==> src/rtl/muldiv_pkg.sv <==
// Shared definitions for the EX-stage multiply/divide sequencer:
// operation encodings, FSM states and the step-mode selector.
package muldiv_pkg;

  localparam int unsigned WIDTH_DEFAULT = 32;

  localparam logic [1:0] OP_MULT  = 2'b00;
  localparam logic [1:0] OP_MULTU = 2'b01;
  localparam logic [1:0] OP_DIV   = 2'b10;
  localparam logic [1:0] OP_DIVU  = 2'b11;

  typedef enum logic [1:0] {
    StIdle,
    StCalc,
    StFix,
    StDone
  } state_e;

  typedef enum logic {
    ModeMul,
    ModeDiv
  } mode_e;

  function automatic logic op_is_div(input logic [1:0] op);
    return op[1];
  endfunction

  function automatic logic op_is_signed(input logic [1:0] op);
    return ~op[0];
  endfunction

endpackage

==> src/rtl/muldiv_step.sv <==
// One combinational iteration of the shift-add multiplier or the restoring
// divider. The accumulator holds {partial, multiplier} or {remainder, quotient}.
module muldiv_step
  import muldiv_pkg::*;
#(
  parameter int unsigned WIDTH = WIDTH_DEFAULT
) (
  input  mode_e              i_mode,
  input  logic [2*WIDTH-1:0] i_acc,
  input  logic [WIDTH-1:0]   i_operand,
  output logic [2*WIDTH-1:0] o_next_acc
);

  logic [WIDTH:0]   w_sum;
  logic [WIDTH:0]   w_rem_sh;
  logic [WIDTH-1:0] w_trial;

  always_comb begin
    w_sum    = {1'b0, i_acc[2*WIDTH-1:WIDTH]} + (i_acc[0] ? {1'b0, i_operand} : '0);
    w_rem_sh = i_acc[2*WIDTH-1:WIDTH-1];
    // A successful trial difference is always below the divisor, so WIDTH bits suffice.
    w_trial  = w_rem_sh[WIDTH-1:0] - i_operand;
    if (i_mode == ModeMul) begin
      o_next_acc = {w_sum, i_acc[WIDTH-1:1]};
    end else if (w_rem_sh >= {1'b0, i_operand}) begin
      o_next_acc = {w_trial, i_acc[WIDTH-2:0], 1'b1};
    end else begin
      o_next_acc = {w_rem_sh[WIDTH-1:0], i_acc[WIDTH-2:0], 1'b0};
    end
  end

endmodule

==> src/rtl/ex_muldiv_seq.sv <==
// Multi-cycle MULT/MULTU/DIV/DIVU sequencer beside the EX-stage ALU. Works on
// magnitudes one bit per cycle, then applies signs in a single fix-up cycle.
module ex_muldiv_seq
  import muldiv_pkg::*;
#(
  parameter int unsigned WIDTH = WIDTH_DEFAULT
) (
  input  logic             i_clk,
  input  logic             i_reset,
  input  logic             i_start,
  input  logic [1:0]       i_op,
  input  logic [WIDTH-1:0] i_data_a,
  input  logic [WIDTH-1:0] i_data_b,
  input  logic             i_flush,
  output logic             o_busy,
  output logic             o_stall,
  output logic             o_done,
  output logic [WIDTH-1:0] o_result_hi,
  output logic [WIDTH-1:0] o_result_lo,
  output logic             o_div_by_zero
);

  localparam int unsigned CW = (WIDTH > 1) ? $clog2(WIDTH) : 1;

  state_e             r_state;
  mode_e              r_mode;
  logic [CW-1:0]      r_counter;
  logic [2*WIDTH-1:0] r_acc;
  logic [WIDTH-1:0]   r_operand;
  logic               r_sign_a;
  logic               r_sign_b;
  logic [WIDTH-1:0]   r_hi;
  logic [WIDTH-1:0]   r_lo;
  logic               r_dbz;

  logic               w_signed;
  logic [WIDTH-1:0]   w_abs_a;
  logic [WIDTH-1:0]   w_abs_b;
  logic [2*WIDTH-1:0] w_next_acc;
  logic [2*WIDTH-1:0] w_prod;
  logic [WIDTH-1:0]   w_quot;
  logic [WIDTH-1:0]   w_rem;

  muldiv_step #(
    .WIDTH(WIDTH)
  ) u_step (
    .i_mode    (r_mode),
    .i_acc     (r_acc),
    .i_operand (r_operand),
    .o_next_acc(w_next_acc)
  );

  always_comb begin
    w_signed = op_is_signed(i_op);
    w_abs_a  = (w_signed && i_data_a[WIDTH-1]) ? -i_data_a : i_data_a;
    w_abs_b  = (w_signed && i_data_b[WIDTH-1]) ? -i_data_b : i_data_b;
    // Sign flags are only ever set for signed ops, so unsigned results pass through.
    w_prod   = (r_sign_a ^ r_sign_b) ? -r_acc : r_acc;
    w_quot   = (r_sign_a ^ r_sign_b) ? -r_acc[WIDTH-1:0] : r_acc[WIDTH-1:0];
    w_rem    = r_sign_a ? -r_acc[2*WIDTH-1:WIDTH] : r_acc[2*WIDTH-1:WIDTH];
  end

  always_ff @(posedge i_clk or posedge i_reset) begin
    if (i_reset) begin
      r_state   <= StIdle;
      r_mode    <= ModeMul;
      r_counter <= '0;
      r_acc     <= '0;
      r_operand <= '0;
      r_sign_a  <= 1'b0;
      r_sign_b  <= 1'b0;
      r_hi      <= '0;
      r_lo      <= '0;
      r_dbz     <= 1'b0;
    end else begin
      unique case (r_state)
        StIdle: begin
          if (!i_flush && i_start) begin
            r_sign_a <= w_signed & i_data_a[WIDTH-1];
            r_sign_b <= w_signed & i_data_b[WIDTH-1];
            r_mode   <= op_is_div(i_op) ? ModeDiv : ModeMul;
            if (op_is_div(i_op) && (i_data_b == '0)) begin
              r_hi    <= i_data_a;
              r_lo    <= '1;
              r_dbz   <= 1'b1;
              r_state <= StDone;
            end else begin
              r_counter <= CW'(WIDTH - 1);
              r_acc     <= op_is_div(i_op) ? {{WIDTH{1'b0}}, w_abs_a} : {{WIDTH{1'b0}}, w_abs_b};
              r_operand <= op_is_div(i_op) ? w_abs_b : w_abs_a;
              r_state   <= StCalc;
            end
          end
        end
        StCalc: begin
          if (i_flush) begin
            r_state <= StIdle;
          end else begin
            r_acc     <= w_next_acc;
            r_counter <= r_counter - 1'b1;
            if (r_counter == '0) r_state <= StFix;
          end
        end
        StFix: begin
          if (i_flush) begin
            r_state <= StIdle;
          end else begin
            if (r_mode == ModeDiv) begin
              r_hi <= w_rem;
              r_lo <= w_quot;
            end else begin
              r_hi <= w_prod[2*WIDTH-1:WIDTH];
              r_lo <= w_prod[WIDTH-1:0];
            end
            r_dbz   <= 1'b0;
            r_state <= StDone;
          end
        end
        StDone: r_state <= StIdle;
        default: r_state <= StIdle;
      endcase
    end
  end

  always_comb begin
    o_busy        = (r_state != StIdle);
    o_stall       = ((r_state == StIdle) && i_start) || (r_state == StCalc) || (r_state == StFix);
    o_done        = (r_state == StDone);
    o_result_hi   = r_hi;
    o_result_lo   = r_lo;
    o_div_by_zero = r_dbz;
  end

endmodule
==> config.mk <==
export PLATFORM = sky130hd
export DESIGN_NAME = ex_muldiv_seq
export DESIGN_NICKNAME = d
export VERILOG_FILES = /design/src/rtl/muldiv_pkg.sv /design/src/rtl/muldiv_step.sv /design/src/rtl/ex_muldiv_seq.sv
export SDC_FILE = /design/constraint.sdc
export NUM_CORES = 1
export LEC_CHECK = 0
export ABC_CLOCK_PERIOD_IN_PS = 6750
export BUFFER_PORTS_ARGS = -buffer_cell sky130_fd_sc_hd__buf_2
export CAP_MARGIN = 5
export CORE_UTILIZATION = 60
export CTS_BUF_LIST = sky130_fd_sc_hd__clkbuf_4
export DETAILED_ROUTE_END_ITERATION = 10
export PLACE_DENSITY = 0.8
export REMOVE_ABC_BUFFERS = 1
export SETUP_SLACK_MARGIN = 0.5
export SLEW_MARGIN = 20
export SYNTH_ARGS = -nofsm -noshare
export SYNTH_HDL_FRONTEND = slang
export SYNTH_HIERARCHICAL = 1
export SYNTH_SLANG_ARGS = --single-unit
==> constraint.sdc <==
create_clock -name i_clk -period 6.75 [get_ports i_clk]
set_input_delay 1.35 -clock i_clk [delete_from_list [all_inputs] [get_ports i_clk]]
set_output_delay 1.35 -clock i_clk [all_outputs]
set_load 0.02 [all_outputs]
==> run metrics <==
Final TNS setup=0 ps; Crit. End Element=register; grt ovf=0; syn avg cell area=7.79 um2; PwrDens=304 nW/um2; Initial DRT Pass Iterations=6; multi-input logic area=10700 um2; final net count=2217; period utilization=62.3%; synthesized cell area=15700 um2; area grow syn2layout=6.94%; die extent in x=164 um; Buffers on Ports=137; Starting Density=61.7%; top area cells in the synthesized netlist=dfrtp_1 27%, a21oi_1 5.6%, ha_1 5.6%; antenna violations before repair=1; Root Driver=clkbuf_4; Setup CP Type=reg -> reg; Final Max Tran Viols=0; Cell Rows=58; hold path start=o_div_by_zero; synth warn=6; synth unique cells=90; RSZ-0062 raised after global routing=false; Final min period=4200 ps; top-area cell type share of the netlist area=27.3%; worst skew pair latency=670 ps; H-tree Lvls=4; largest net degree at the start of global routing=72; top_reg_cell synth=dfrtp_1; Hold Buf Count CTS=0; Max-Cap Viols=0; Final Skew=47.6 ps; vias in the first global route=14722; max_slew headroom=17.1%; CP Launch Type=register; # IOs=138; DIE AREA=26800 um2; Clk pin slew, worst setup/hold paths=180 ps; Fmax=238 MHz; GRT Overall Usage=42.2%; ys async rst share=100%; Sink Count=171; Mapped Cells=2011; area of the core=25400 um2; sequential cell area=4280 um2; VDD IR max=0.169 mV; CTS buffer count=17; Slew @ Worst Pin=1230 ps; Resized cells post-CTS=0; Max FO, Critical Path=14; Routed Antenna Nets=0; Arr. time, crit path=4740 ps; via count=16633; layout cells sized above 1=13.4%; fillcell total=2253; number of synthesized flops with an enable pin=0; Max clock buf depth=2; Seq/Total Area, Yosys=27.3%; Worst Hold Class=reg -> reg; Final Hold Viols=0; Placer Congestion=1.02; worst flop-to-flop path startpoint=r_acc[31]; Yosys reg bits=171; Post-CTS Repair Setup Buffers=0; CTS tree=done; vias per cell=6.88; cell accounting for the most synthesized area=dfrtp_1; post-layout util=66.0%; DRT Wirelength=56.3 mm; Die Y-Extent=164 um; DR DRC count=0; Final HPWL DP=41.3 mm; Worst EP required=7280 ps; Worst Setup SP=r_acc[31]; Iter 0 DRT Violations=2359; global-route wire length before repair=86.1 mm; final setup violation count=0; drt wl/cell=23.3 um; status=finished clean; leak pwr=7.65 nW
## cells in the final DEF, fill, tap and decap left out, drive strengths merged, types with 7 or more instances in the layout
cell type	instances
nand4	17
nor2b	15
o21ai	134
inv	79
o22ai	11
mux2	34
and4	7
dfrtp	171
nor3b	7
nand3	64
and3	18
nor4	31
a221o	9
a211oi	23
nor2	212
a21o	40
a22oi	13
ha	70
clkbuf	18
nor3	66
o211ai	27
buf	157
xnor2	96
or3	29
nand2	202
or4	19
o21a	14
and2	41
a31oi	32
xor2	70
o21bai	9
nand2b	18
o221ai	11
a21oi	176
mux2i	32
o31ai	18
## cell usage after synthesis (5+ instances only)
library cell    n
or4_1          15
ha_1           70
a22o_1          6
a31o_2          6
o2bb2ai_1       5
nor4_1         26
a21oi_1       175
nand2_1       200
nand2b_1       18
o21ai_0       128
and3_1         17
a21o_1         40
buf_4           9
nor3b_1         7
o22ai_1        11
o21a_1         14
mux2i_1        32
xnor2_1        96
o211ai_1       24
a31oi_1        32
a22oi_1        13
nor3_1         64
o221ai_1       11
o31ai_1        18
or3_1          27
o41ai_1         6
a221o_1         9
dfrtp_1       171
o21bai_1        9
buf_2          18
nand3_1        63
nor2b_1        15
mux2_2         34
nor2_1        212
a41oi_1         6
xor2_1         70
nand4_1        17
clkbuf_1       80
and2_1         40
and4_1          7
a211oi_1       21
inv_1          69
## cells by family (layout without fill, tap and decap cells)
group | after synthesis | in the layout | share of synthesized area [%]
muxes | 66 | 66 | 4.49
DFF | 171 | 171 | 27.3
other | 0 | 1 | 0
AOI/OAI and AO/OA | 586 | 586 | 23.9
xor gates and xnor gates | 166 | 166 | 9.28
adders and majority gates | 72 | 72 | 5.84
and+or+nand+nor | 769 | 769 | 24.4
buffers and inverters | 181 | 258 | 4.74
## flip-flops by register name (all words and copies together) (netlist names)
| name | cells |
|---|---|
| r_state | 2 |
| o_div_by_zero | 1 |
| r_counter | 5 |
| r_acc | 64 |
| r_mode | 1 |
| r_sign_a | 1 |
| r_sign_b | 1 |
| r_operand | 32 |
| o_result_lo | 32 |
| o_result_hi | 32 |
## worst paths after layout
path	end	slack [ps]	cells past startpoint
hold reg to reg	o_div_by_zero	530	2
max in group asynchronous	r_mode	4730	3
setup / recovery	r_acc[60]	2550	13
hold / removal	o_div_by_zero	530	2
min in group asynchronous	r_acc[24]	710	2
setup reg to reg	r_acc[60]	2550	13
## per-stage QoR
stage / worst slack (ps) / power [mW] / instance area, um2 / hold slack [ps] / cells
after floorplan: 768 / 3.53 / 15200 / 453 / 1899
after global placement: 2300 / 4.31 / 16500 / 485 / 2386
after detailed placement: 2240 / 4.36 / 16500 / 494 / 2386
after CTS: 2330 / 4.98 / 16800 / 532 / 2418
after global routing: 2380 / 5.39 / 16800 / 563 / 2419
final: 2550 / 5.10 / 16800 / 533 / 2419
## report_power, final
part	total [mW]	internal, mW	switching [mW]
clock	0.627	0.165	0.462
combinational	2.85	1.14	1.71
sequential	1.61	1.21	0.404
## critical path, cell delays in order, from the launching register on
cell	delay, ps
dfrtp_1	660
inv_1	220
ha_1	280
nor2b_1	170
o31a_1	210
o31ai_1	140
o21a_1	310
o21ai_1	350
nand3_1	370
and2_2	460
a2111oi_0	580
o22ai_1	190
nand3_1	110
nand2_1	60
## layer usage
| layer | routed length [um] | part of all wire [%] | vias to the layer above | global-route usage (%) |
|---|---|---|---|---|
| met5 | 0 | 0 | - | 0 |
| met4 | 2370 | 4.2 | 0 | 15.6 |
| met2 | 23300 | 41 | 1219 | 60.8 |
| met3 | 7020 | 12 | 169 | 9.37 |
| met1 | 23600 | 42 | 7797 | 61.1 |
| li1 | - | - | 7448 | - |
## area by class of cell
type                    count  area share, %
diodes                      1         0.0149
clock buffers              18          0.806
clock inverters            14          0.732
inverters                  69           1.58
multi-input cells        1659           63.9
flip-flops and latches    171           25.6
well taps                 330           2.46
repair buffers            157           4.99
Note: power is estimated with default switching activity, not from simulation.
